===== src/rtl/axi_lite_mem_arbiter.sv =====
// ============================================================================
// Module      : axi_lite_mem_arbiter
// Description : Two-master (inst fetch, data load/store) to one-slave
//               AXI4-Lite arbiter. Optional feature macro: ARB_ROUND_ROBIN_EN
//               (round-robin between masters; fixed data-first otherwise).
// Revision    : 1.0 - initial release
// ============================================================================
`default_nettype none

module axi_lite_mem_arbiter #(
    parameter int ADDR_W = 32,
    parameter int DATA_W = 32
) (
    input  logic                  clk,
    input  logic                  rst,

    input  logic [ADDR_W-1:0]     inst_axi_araddr,
    input  logic                  inst_axi_arvalid,
    output logic                  inst_axi_arready,
    output logic [DATA_W-1:0]     inst_axi_rdata,
    output logic [1:0]            inst_axi_rresp,
    output logic                  inst_axi_rvalid,
    input  logic                  inst_axi_rready,

    input  logic [ADDR_W-1:0]     data_axi_araddr,
    input  logic                  data_axi_arvalid,
    output logic                  data_axi_arready,
    output logic [DATA_W-1:0]     data_axi_rdata,
    output logic [1:0]            data_axi_rresp,
    output logic                  data_axi_rvalid,
    input  logic                  data_axi_rready,
    input  logic [ADDR_W-1:0]     data_axi_awaddr,
    input  logic                  data_axi_awvalid,
    output logic                  data_axi_awready,
    input  logic [DATA_W-1:0]     data_axi_wdata,
    input  logic [DATA_W/8-1:0]   data_axi_wstrb,
    input  logic                  data_axi_wvalid,
    output logic                  data_axi_wready,
    output logic [1:0]            data_axi_bresp,
    output logic                  data_axi_bvalid,
    input  logic                  data_axi_bready,

    output logic [ADDR_W-1:0]     s_axi_araddr,
    output logic                  s_axi_arvalid,
    input  logic                  s_axi_arready,
    input  logic [DATA_W-1:0]     s_axi_rdata,
    input  logic [1:0]            s_axi_rresp,
    input  logic                  s_axi_rvalid,
    output logic                  s_axi_rready,
    output logic [ADDR_W-1:0]     s_axi_awaddr,
    output logic                  s_axi_awvalid,
    input  logic                  s_axi_awready,
    output logic [DATA_W-1:0]     s_axi_wdata,
    output logic [DATA_W/8-1:0]   s_axi_wstrb,
    output logic                  s_axi_wvalid,
    input  logic                  s_axi_wready,
    input  logic [1:0]            s_axi_bresp,
    input  logic                  s_axi_bvalid,
    output logic                  s_axi_bready,

    output logic [1:0]            grant_o
);

    typedef enum logic [1:0] {
        IDLE = 2'd0,
        I_RD = 2'd1,
        D_RD = 2'd2,
        D_WR = 2'd3
    } state_t;

    localparam logic [1:0] c_GRANT_NONE = 2'b00;
    localparam logic [1:0] c_GRANT_INST = 2'b01;
    localparam logic [1:0] c_GRANT_DATA = 2'b10;

    state_t     r_state;
    logic       r_ar_done;
    logic       r_aw_done;
    logic       r_w_done;
    logic [1:0] r_grant;
`ifdef ARB_ROUND_ROBIN_EN
    // 0: inst has priority on the next contention, 1: data has priority
    logic       r_rr_ptr;
`endif

    logic   w_i_req;
    logic   w_d_wr_req;
    logic   w_d_req;
    state_t w_d_state;
    state_t w_arb_state;
    logic   w_is_i;
    logic   w_is_d;
    logic   w_is_wr;
    logic   w_ar_hs;
    logic   w_r_hs;
    logic   w_aw_hs;
    logic   w_w_hs;
    logic   w_b_hs;

    assign w_i_req    = inst_axi_arvalid;
    assign w_d_wr_req = data_axi_awvalid && data_axi_wvalid;
    assign w_d_req    = w_d_wr_req || data_axi_arvalid;
    assign w_d_state  = w_d_wr_req ? D_WR : D_RD;

    always_comb begin
        w_arb_state = IDLE;
`ifdef ARB_ROUND_ROBIN_EN
        if (w_d_req && (!w_i_req || r_rr_ptr)) begin
            w_arb_state = w_d_state;
        end else if (w_i_req) begin
            w_arb_state = I_RD;
        end
`else
        if (w_d_req) begin
            w_arb_state = w_d_state;
        end else if (w_i_req) begin
            w_arb_state = I_RD;
        end
`endif
    end

    assign w_is_i  = (r_state == I_RD);
    assign w_is_d  = (r_state == D_RD);
    assign w_is_wr = (r_state == D_WR);

    // Read address/data routing; AR is cut off once its handshake is done
    assign s_axi_araddr     = w_is_i ? inst_axi_araddr : data_axi_araddr;
    assign s_axi_arvalid    = !r_ar_done &&
                              ((w_is_i && inst_axi_arvalid) || (w_is_d && data_axi_arvalid));
    assign inst_axi_arready = w_is_i && !r_ar_done && s_axi_arready;
    assign data_axi_arready = w_is_d && !r_ar_done && s_axi_arready;

    assign inst_axi_rdata   = s_axi_rdata;
    assign inst_axi_rresp   = s_axi_rresp;
    assign inst_axi_rvalid  = w_is_i && s_axi_rvalid;
    assign data_axi_rdata   = s_axi_rdata;
    assign data_axi_rresp   = s_axi_rresp;
    assign data_axi_rvalid  = w_is_d && s_axi_rvalid;
    assign s_axi_rready     = (w_is_i && inst_axi_rready) || (w_is_d && data_axi_rready);

    // Write channels: AW and W complete independently
    assign s_axi_awaddr     = data_axi_awaddr;
    assign s_axi_awvalid    = w_is_wr && !r_aw_done && data_axi_awvalid;
    assign data_axi_awready = w_is_wr && !r_aw_done && s_axi_awready;
    assign s_axi_wdata      = data_axi_wdata;
    assign s_axi_wstrb      = data_axi_wstrb;
    assign s_axi_wvalid     = w_is_wr && !r_w_done && data_axi_wvalid;
    assign data_axi_wready  = w_is_wr && !r_w_done && s_axi_wready;
    assign data_axi_bresp   = s_axi_bresp;
    assign data_axi_bvalid  = w_is_wr && s_axi_bvalid;
    assign s_axi_bready     = w_is_wr && data_axi_bready;

    assign w_ar_hs = s_axi_arvalid && s_axi_arready;
    assign w_r_hs  = s_axi_rvalid  && s_axi_rready;
    assign w_aw_hs = s_axi_awvalid && s_axi_awready;
    assign w_w_hs  = s_axi_wvalid  && s_axi_wready;
    assign w_b_hs  = s_axi_bvalid  && s_axi_bready;

    assign grant_o = r_grant;

    always_ff @(posedge clk) begin
        if (rst) begin
            r_state   <= IDLE;
            r_ar_done <= 1'b0;
            r_aw_done <= 1'b0;
            r_w_done  <= 1'b0;
            r_grant   <= c_GRANT_NONE;
`ifdef ARB_ROUND_ROBIN_EN
            r_rr_ptr  <= 1'b0;
`endif
        end else begin
            case (r_state)
                IDLE: begin
                    if (w_arb_state != IDLE) begin
                        r_state <= w_arb_state;
                        r_grant <= (w_arb_state == I_RD) ? c_GRANT_INST : c_GRANT_DATA;
`ifdef ARB_ROUND_ROBIN_EN
                        r_rr_ptr <= (w_arb_state == I_RD);
`endif
                    end
                end
                I_RD, D_RD: begin
                    if (w_ar_hs) begin
                        r_ar_done <= 1'b1;
                    end
                    if (w_r_hs) begin
                        r_state   <= IDLE;
                        r_grant   <= c_GRANT_NONE;
                        r_ar_done <= 1'b0;
                    end
                end
                D_WR: begin
                    if (w_aw_hs) begin
                        r_aw_done <= 1'b1;
                    end
                    if (w_w_hs) begin
                        r_w_done <= 1'b1;
                    end
                    if (w_b_hs) begin
                        r_state   <= IDLE;
                        r_grant   <= c_GRANT_NONE;
                        r_aw_done <= 1'b0;
                        r_w_done  <= 1'b0;
                    end
                end
                default: begin
                    r_state <= IDLE;
                    r_grant <= c_GRANT_NONE;
                end
            endcase
        end
    end

endmodule

`default_nettype wire

===== config.mk =====
export PLATFORM = sky130hd
export DESIGN_NAME = axi_lite_mem_arbiter
export DESIGN_NICKNAME = d
export VERILOG_FILES = /design/src/rtl/axi_lite_mem_arbiter.sv
export SDC_FILE = /design/constraint.sdc
export NUM_CORES = 1
export LEC_CHECK = 0
export BUFFER_PORTS_ARGS = -buffer_cell sky130_fd_sc_hd__buf_2
export CORE_AREA = 3 3 139 141
export CTS_BUF_LIST = sky130_fd_sc_hd__clkbuf_8
export CTS_CLUSTER_SIZE = 24
export DETAILED_ROUTE_END_ITERATION = 10
export DIE_AREA = 0 0 142 144
export HOLD_SLACK_MARGIN = 0.15
export PLACE_DENSITY = 0.4
export SYNTH_ARGS = -nofsm -noshare
export SYNTH_HDL_FRONTEND = slang
export SYNTH_SLANG_ARGS = --single-unit

===== constraint.sdc =====
create_clock -name clk -period 2.9 [get_ports clk]
set_clock_uncertainty 0.15 [all_clocks]
set_input_delay 0.29 -clock clk [delete_from_list [all_inputs] [get_ports clk]]
set_output_delay 0.29 -clock clk [all_outputs]
set_load 0.03 [all_outputs]

=== Yosys cells after proc, flatten, opt, wreduce, memory -nomap -nowiden ===
Cells that the tools add are included.

* Bits in registers: 7
* Input bits: 182

* Equality and inequality tests: 7
* Muxes and demuxes: 17
* Reductions and logical operators: 41

{| class="wikitable"
|+ Operators by type and width
! operator !! count
|-
| 2-to-1 mux 32 bit || 1
|-
| logical AND 1 bit || 25
|-
| 2-to-1 mux 2 bit || 6
|-
| case mux 2 bit (3 select lines) || 2
|-
| 2-to-1 mux 1 bit || 8
|-
| nonzero test 2 bit || 4
|-
| AND reduction 2 bit || 3
|-
| equality test 2 x 1 -> 1 bit, second input constant || 2
|-
| equality test 2 bit, second input constant || 2
|-
| != test 2 bit, second input constant || 2
|-
| zero test 1 bit || 3
|-
| logical OR 1 bit || 3
|-
| AND reduction 3 bit || 1
|-
| zero test 2 bit || 1
|-
| != test 2 x 1 -> 1 bit, second input constant || 1
|-
| OR reduction 2 bit || 1
|}

=== Longest topological paths before layout ===
Gate-level depths: netlist of the first run.

* Depth after elaboration: 7
* Gate-level depth with buffers: 7
* Depth with buffers taken out: 6

=== Worst setup path after synthesis of the first run ===
OpenSTA, ideal clock, no wires.

* Path kind: flip-flop to output port
* Start point: register r_state[1]
* End point: output port s_axi_araddr[0]
* Data arrival time: 1,319 ps
* Required time: 2,460 ps
* Path slack: 1,141 ps
* Cell stages (with the launch flop): 6
* Path buffers: 2
* Cells stage by stage: dfxtp_1 -> inv_1 -> ha_1 -> buf_4 -> buf_2 -> mux2_2

* Cells in the longest elaborated chain, start to end: 2

{| class="wikitable"
|+ Ends and longest elaborated chain
! item !! line !! source
|-
| from (decl) || 75 || <nowiki>state_t r_state;</nowiki>
|-
| from (signal assigned) || 174 || <nowiki>r_state <= w_arb_state;</nowiki>
|-
| equality test 2 x 1 -> 1 bit || 121 || <nowiki>assign w_is_i = (r_state == I_RD);</nowiki>
|-
| 2-to-1 mux 32 bit || 126 || <nowiki>assign s_axi_araddr = w_is_i ? inst_axi_araddr : data_axi_araddr;</nowiki>
|-
| to (decl) || 43 || <nowiki>output logic [ADDR_W-1:0] s_axi_araddr,</nowiki>
|}

No other way between the ends.

=== Worst setup path after layout of the first run ===
Ends and elaborated chain as after synthesis.

==> results of run 1 <==
## state kept, by name (all words and copies together) (netlist names)
signal,cells
grant_o,2
r_aw_done,1
r_state,2
r_w_done,1
r_ar_done,1
## layout make-up
type | instances | area, µm² | share of cell area (%)
clock buffer | 3 | 41.3 | 2.24
tap | 229 | 287 | 15.5
timing repair buffer | 124 | 636 | 34.4
sequential | 7 | 140 | 7.59
clock inverter | 1 | 5.00 | 0.271
multi-input combinational | 81 | 731 | 39.6
inverter | 2 | 7.51 | 0.407
## routing by layer
metal  vias up  share of wire [%]
met1       580                 36
met2       124                 47
met5         -                  0
li1        590                  -
met3        26                 13
met4         0                3.1
## per-stage QoR
stage / total power, mW / std cells
2_1_floorplan: 1.14 / 232
3_3_place_gp: 1.05 / 443
3_5_place_dp: 1.06 / 443
4_1_cts: 1.20 / 447
5_1_grt: 1.25 / 447
6_report: 1.18 / 447
## path summary, 6_finish.rpt
kind	start	slack [ns]	end
setup / recovery	r_state[1]	0.78	s_axi_araddr[0]
setup reg to reg	r_state[1]	1.01	grant_o[0]
hold / removal	s_axi_wready	0.19	r_w_done
hold reg to reg	r_aw_done	0.33	r_aw_done
## tightest hold or removal path: stages
cell and delay, ns:
buf_2 0.08, a31oi_1 0.08, nor2_1 0.07
## kinds of logic after synthesis
group / count (synthesis)
simple gates: 29
compound gates: 10
flops: 7
buf+inv: 144
fa+ha+maj: 6
mux: 36
## cell usage in the layout, fill, tap and decap left out
master / synthesis / routed
a221o_2: 1 / 1
o21a_1: 1 / 1
and2_1: 5 / 5
and3b_1: 6 / 6
mux2i_1: 4 / 4
nand3_1: 1 / 1
nand2_1: 6 / 6
nor4b_1: 1 / 1
ha_2: 0 / 1
o21ai_0: 2 / 2
a21o_1: 1 / 1
a22o_4: 1 / 1
ha_1: 6 / 5
nand2b_1: 4 / 4
mux2_2: 32 / 32
clkbuf_8: 0 / 3
inv_1: 2 / 2
clkinv_2: 0 / 1
nor2b_1: 2 / 2
a22oi_1: 1 / 1
buf_12: 0 / 1
buf_2: 3 / 123
a31oi_1: 3 / 3
dfxtp_1: 7 / 7
nor2_1: 4 / 4
## report_power, final
part           leakage (nW)  internal (mW)  switching (mW)
sequential           0.0571          0.119          0.0207
combinational         0.807          0.360           0.543
clock                0.0255         0.0933          0.0459
==> results.txt, run 1 <==
The flow ran to the end, and the final reports show no timing, DRC or antenna violations. Entering global routing, the biggest net connects 34 pins. After synthesis, the largest family of logic cells by area is buffers and inverters. The run gives 1.68 ns as the arrival time of data at the critical path endpoint. The worst-case IR drop observed on VDD is 0.188 mV.

For this run the aggregate overflow at the end of global routing stands at 0. The tools report the number of failing setup endpoints in the final timing report as 0. For the first-pass GRT wire length, the log shows 8.71 mm. The die span in y is 144 µm. Global routing used 3.01% of the available met3 tracks.

The first routing iteration left 18 violations. The worst setup path is captured at an output pin. The proportion of synthesized flip-flops having asynchronous set or reset is 0%, and the post-cts repair resize count is 0.

The initial utilization of the core area, before any placement, comes to 10.7%. The tools report the initial antenna violation count as 0. For the post-detailed-placement cell area, the log shows 1800 µm². During synthesis, Yosys emitted a total of 0 warnings.

The post-route netlist has 74.8% of its cells at a drive strength greater than 1. The tools report the launching element type of the critical path as a flip-flop. For met2 alone, demand over resource in global routing was 8.99%.

The count of nets left with antenna violations once routing finished came out at 0. The signal on the critical path passes through inv_1 > ha_2 > buf_12 > mux2_2 > buf_2. The tools report the root cell of the clock tree as clkbuf_8.

0 antenna diodes ended up in the layout. Grouping stages by cell kind, the critical path spends the most delay in buffers and inverters. The synthesized netlist devotes 4.14% of its cell area to compound gates.

The quantity of I/O buffers inserted on ports was 123; the post-synthesis sequential area ratio was 7.24%. OpenSTA, run right after detailed placement, puts the worst setup slack at 0.995 ns. The total detailed-routing wirelength is 6.07 mm, and the share of the synthesized area in the top cell type is 53.9%.

The number of buffers inserted by hold repair at cts is 0, and the post-CTS repair timing setup buffer count is 0. The post-synthesis share of cell area spent on xor and xnor gates was 0%; the worst hold margin was 0.186 ns. The number of remaining DRC errors was 0. The final layout contains 407 nets.

Of all nets on the critical path, the largest fanout is 33. The synthesized cell area is 1930 µm², and the first-pass iteration count of the detailed router is 4. Buffers inserted during clock tree synthesis total 3.

Routability-driven placement finished with a final weighted congestion of 0.696. The fraction of the cycle the final worst path needs is 73.2%. The tools report the final standard cell utilization of the core as 10.2%.

Number of storage elements in the synthesis netlist: 7. TritonCTS built the clock tree. Counting cells, the worst reg-to-reg path comes to 7. In the global route stage, overall resource usage came out at 5.44%. The critical path runs through a total of 5 cells. The run gives 0 as the number of hold violations in the final report.

The post-route minimum period works out to 2.12 ns. Yosys attributes the largest share of cell area to buf_4 54%, mux2_2 19%, dfxtp_1 7.2%. The number of enable-type register cells in the synthesized netlist is 0, and the actual transition at the worst max-transition pin is 0.281 ns. Summing the areas of all fa, ha and maj instances in the mapped netlist gives 3.88% of the synthesized area. For the final routed database, the setup TNS stands at 0 ns. The half-perimeter wire length after placement is 5.53 mm.

The synthesized netlist devotes 8.93% of its cell area to simple gates. Counting along the longest clock path gives a buffer depth of 2. STA puts the critical path data required time at 2.46 ns.

The CTS H-tree depth is 1. The core box area is 18100 µm², and the number of standard-cell rows in the floorplan is 49. Setup slack closes at 0.778 ns. The synthesized area per cell was 8.34 µm²; the instance count of the mapped netlist was 232. Multiplexer share of the synthesized area: 20.7%. Cell taking the most area after synthesis: buf_4. The final route contains 1320 vias.

Area growth from synthesis to final layout: -4.53%. In this run the most used layer during global routing was met2. The max-cap check violation count came out at 0.

The commonest cells after synthesis are 139 x buf_4, 32 x mux2_2, 7 x dfxtp_1. In the synthesized netlist the dominant register cell turns out to be dfxtp_1. For the number of top-level pins, the log shows 366. The number of clock sinks was 7; the power density of the placed cells was 640 nW/µm².

Based on the critical path, the design can be clocked at up to 0.471 GHz. The longest individual stage delay on the worst path works out to 0.37 ns. Headroom to the max-slew limit came out at 81.3%. The leakage dissipation is 0.890 nW. The count of cell types in the netlist is 22. In this run the horizontal extent of the chip is 142 µm.

The clock-pin slew of the registers on the worst-case setup and hold paths was 0.05 ns; the final non-filler cell area was 1850 µm². Setup repair after global routing left no endpoint under its margin. For the worst-skew pair, the clock arrives at the later sink with an insertion delay of 0.23 ns. The min-delay analysis places its worst path in the category input port to flip-flop. The category of the most critical setup path is flip-flop to output pin. The worst hold path was traced through 3 stages.

Yosys instantiated no cell more often than buf_4. Counting both buffers and inverters, the worst setup path holds a total of 3. Post-detailed-route wirelength per cell: 13.6 µm. The slowest library cell on the worst path is mux2_2. The tools report the via count of the first global-routing pass as 1433. The run gives 5.73% as the met1 layer usage reported by global route. In the routed layout, each cell is associated on average with a via count of 2.95. The layout has 2076 filler cells. The final max-slew violation count was 0; the total nets after synthesis was 420. The floorplan step defined a die boundary enclosing 20400 µm².
(Power assumes the default switching activity.)
==> inputs of run 2 (changes only) <==
Settings changed: CORE_AREA 3 3 139 141 to 3 3 140 142, DIE_AREA 0 0 142 144 to 0 0 143 145, PLACE_DENSITY 0.4 to 0.41.
Clock period 2.9 ns to 1.9 ns, I/O delays scaled along.
==> results.txt, run 2 (synthesis results as in run 1) <==
The chip width was 143 µm (+0.70%); the area of the die was 20700 µm² (+1.4%). The first-pass iteration count of the detailed router was 4 (unchanged); the quantity of I/O buffers inserted on ports was 123 (unchanged). The tools report the insertion delay to the later sink of the worst-skew pair as 0.22 ns (about the same). The tools report the number of remaining DRC errors as 0 (unchanged). The startpoint identified for the worst hold timing path is s_axi_arready.

The detail-routed via count per cell is 3.06 (+3.6%). The number of hold violations in the final report was 0 (unchanged); the post-route minimum period was 1.87 ns. The tools report the arrival time of data at the critical path endpoint as 1.53 ns (-0.15 ns). For the total global routing track utilization, the log shows 6.35% (+0.91 points).

TritonCTS built the clock tree. CTS placed an instance of clkbuf_8 at the clock tree root. The actual transition at the worst max-transition pin came out at 0.286 ns (+0.00548 ns).

The die span in y is 145 µm (+0.69%). The final antenna diode count is 0 (unchanged). The power density of the placed cells works out to 1020 nW/µm² (+59%). The run gives 0.11 ns (-0.90 ns) as the worst-case register-to-register setup slack. The area growth from synthesis to final layout came out at 19.9%. The overall power consumption is 2.36 mW (+100%). The tools report the final max-slew violation count as 0 (unchanged). The setup path with the least slack is of type flip-flop to output pin.

The max-cap check violation count was 0 (unchanged); the number of failing setup endpoints in the final timing report was 0 (unchanged). The worst register-to-register path begins at r_state[1]. The tools report the capturing point of the worst reg2reg path as r_aw_done. The number of stages on the worst hold path was 4 (+1).

Share of cells above drive strength 1: 74.3% (-0.42 points). The logs give 9.76 mm (+12%) for the first-pass GRT wire length and 3 (unchanged) for the number of clock buffers inserted by TritonCTS. The hold path endpoint was r_ar_done.

The logic depth of the worst register-to-register path came out at 5 (-2). The via count was 1420 (+7.6%); the detailed-routed wire length on met3 was 1.05 mm (+30%). For the number of top-level pins, the log shows 366 (unchanged). STA classifies the critical path startpoint as a flip-flop.

The switching share of power was 45.5% (-6.1 points); the number of clock sinks was 7 (unchanged). The run gives 9.4% (-2.4 points) as the portion of total power attributed to sequential cells. The tools report the total internal power as 1.29 mW (+130%). The final standard cell utilization of the core was 12.5% (+2.3 points); the worst hold margin was 0.169 ns (-0.0171 ns). The tools report the final weighted congestion in routability-driven placement as 0.808 (+16%). For the total grt overflow, the log shows 0 (unchanged).

The initial antenna violation count is 0 (unchanged). The fraction of the cycle the final worst path needs works out to 98.6%. The run finished with clean final reports.

The run gives 82.3% (+5.9 points) as the part of the power in combinational logic. The type of the most critical hold path was input port to flip-flop. The logs give 2.35 mm (+6.0%) for the detailed-routing wirelength on met1 and 50 (+2.0%) for the number of standard-cell rows in the floorplan. The leakage dissipation was 1.11 nW (+25%); the initial core utilization was 10.4% (-0.28 points). The run gives 464 (+3.8%) as the number of standard cells in the final layout excluding fillers.

The via count of the first global-routing pass came out at 1455 (+1.5%). The logs give 0.297 mV (+59%) for the maximum ir drop on the vdd rail and 18600 µm² (+2.7%) for the core box area. The post-detailed-route wirelength per cell was 16.5 µm (+21%). Commonest non-fill, non-tap cell in the layout: buf_2. The count of nets left with antenna violations after detail routing is 0 (unchanged).

The tools report the kind of capture point of the worst setup path as an output pin. The worst-path maximum fanout is 8 (-76%). The maximum clock insertion buffer count was 2 (unchanged); the total detailed-routing wirelength was 7.65 mm (+26%). The part of the power in the clock network came out at 8.4% (-3.4 points). The half-perimeter wire length after placement was 6.26 mm (+13%); the total instance count after detailed placement was 449 (+1.4%). Static timing analysis puts the maximum clock frequency at 0.534 GHz.

The net switching power was 1.07 mW (+76%). The library cells used most frequently in the layout, excluding fill and tap cells, are 91 x buf_2, 32 x buf_6, 24 x mux2_4. Largest net degree at the start of global routing: 17 (-50%). The data required time at the worst endpoint came out at 1.56 ns (-0.90 ns).

The run gives 35 (+17) as the number of design-rule violations left by the first detailed-router iteration. Setup repair after global routing could not meet its margin everywhere. The tools report the relative max-transition margin as 80.9% (-0.37 points). The clock-pin slew of the registers on the worst-case setup and hold paths was 0.04 ns (about the same); the count of nets after finishing was 419 (+2.9%).

The highest layer touched by signal routing is met4. The run gives 1 (unchanged) as the CTS H-tree depth. The run gives 4.15 mm (+45%) as the met2 wire length.
==> run 2: power groups by stage <==
| stage | sequential [mW] | clock [mW] | combinational (mW) |
|---|---|---|---|
| 6_report | 0.221 | 0.198 | 1.94 |
| 5_1_grt | 0.226 | 0.222 | 2.05 |
| 4_1_cts | 0.219 | 0.211 | 1.70 |
| 3_5_place_dp | 0.212 | 0 | 1.41 |
| 3_3_place_gp | 0.212 | 0 | 1.42 |
| 2_1_floorplan | 0.230 | 0 | 1.52 |
==> run 2: cell type report <==
class | count | area, µm²
inverter | 2 | 7.51
tap | 234 | 293
fill | 2101 | 16300
multi-input combinational | 81 | 831
clock inverter | 1 | 3.75
timing repair buffer | 136 | 998
clock buffer | 3 | 41.3
sequential | 7 | 145
==> run 2: how the worst max path moves through the flow <==
stage                from                to  slack [ns]
3_3_place_gp   r_state[0]  s_axi_araddr[31]        0.06
2_1_floorplan  r_state[1]        r_state[1]        0.20
4_1_cts        r_state[1]   s_axi_araddr[3]     0.00005
3_5_place_dp   r_state[0]  s_axi_araddr[31]        0.06
6_report       r_state[0]   s_axi_araddr[9]        0.03
5_1_grt        r_state[0]  s_axi_araddr[31]       -0.04
==> run 2: critical path, cell delays in order (launching register included) <==
cell and delay [ns]:
dfxtp_4 0.38, ha_4 0.26, clkbuf_16 0.22, mux2_4 0.31, buf_6 0.14
==> run 2: routing by layer <==
| layer | vias to the layer above | global-route usage [%] |
|---|---|---|
| li1 | 618 | - |
| met1 | 617 | 5.39 |
| met2 | 173 | 12.6 |
| met3 | 12 | 3.56 |
| met4 | 0 | 1.28 |
| met5 | - | 0 |
==> run 2: per-stage QoR <==
| step | setup WS (ns) | setup TNS (ns) | cell area [µm²] |
|---|---|---|---|
| 2_1_floorplan | 0.197 | 0 | 1930 |
| 3_3_place_gp | 0.0576 | 0 | 1810 |
| 3_5_place_dp | 0.0650 | 0 | 1810 |
| 4_1_cts | 0.0000505 | 0 | 2100 |
| 5_1_grt | -0.0436 | -0.454 | 2320 |
| 6_report | 0.0274 | 0 | 2320 |
==> run 2: what timing repair did <==
action | in CTS | in global routing
setup buffers | 2 | 0
endpoints found under the hold margin | 3 | 0
pin swaps | 1 | 1
gates cloned | 2 | 1
endpoints found under the setup margin | 32 | 34
hold buffers | 6 | 0
gates resized for setup | 38 | 71
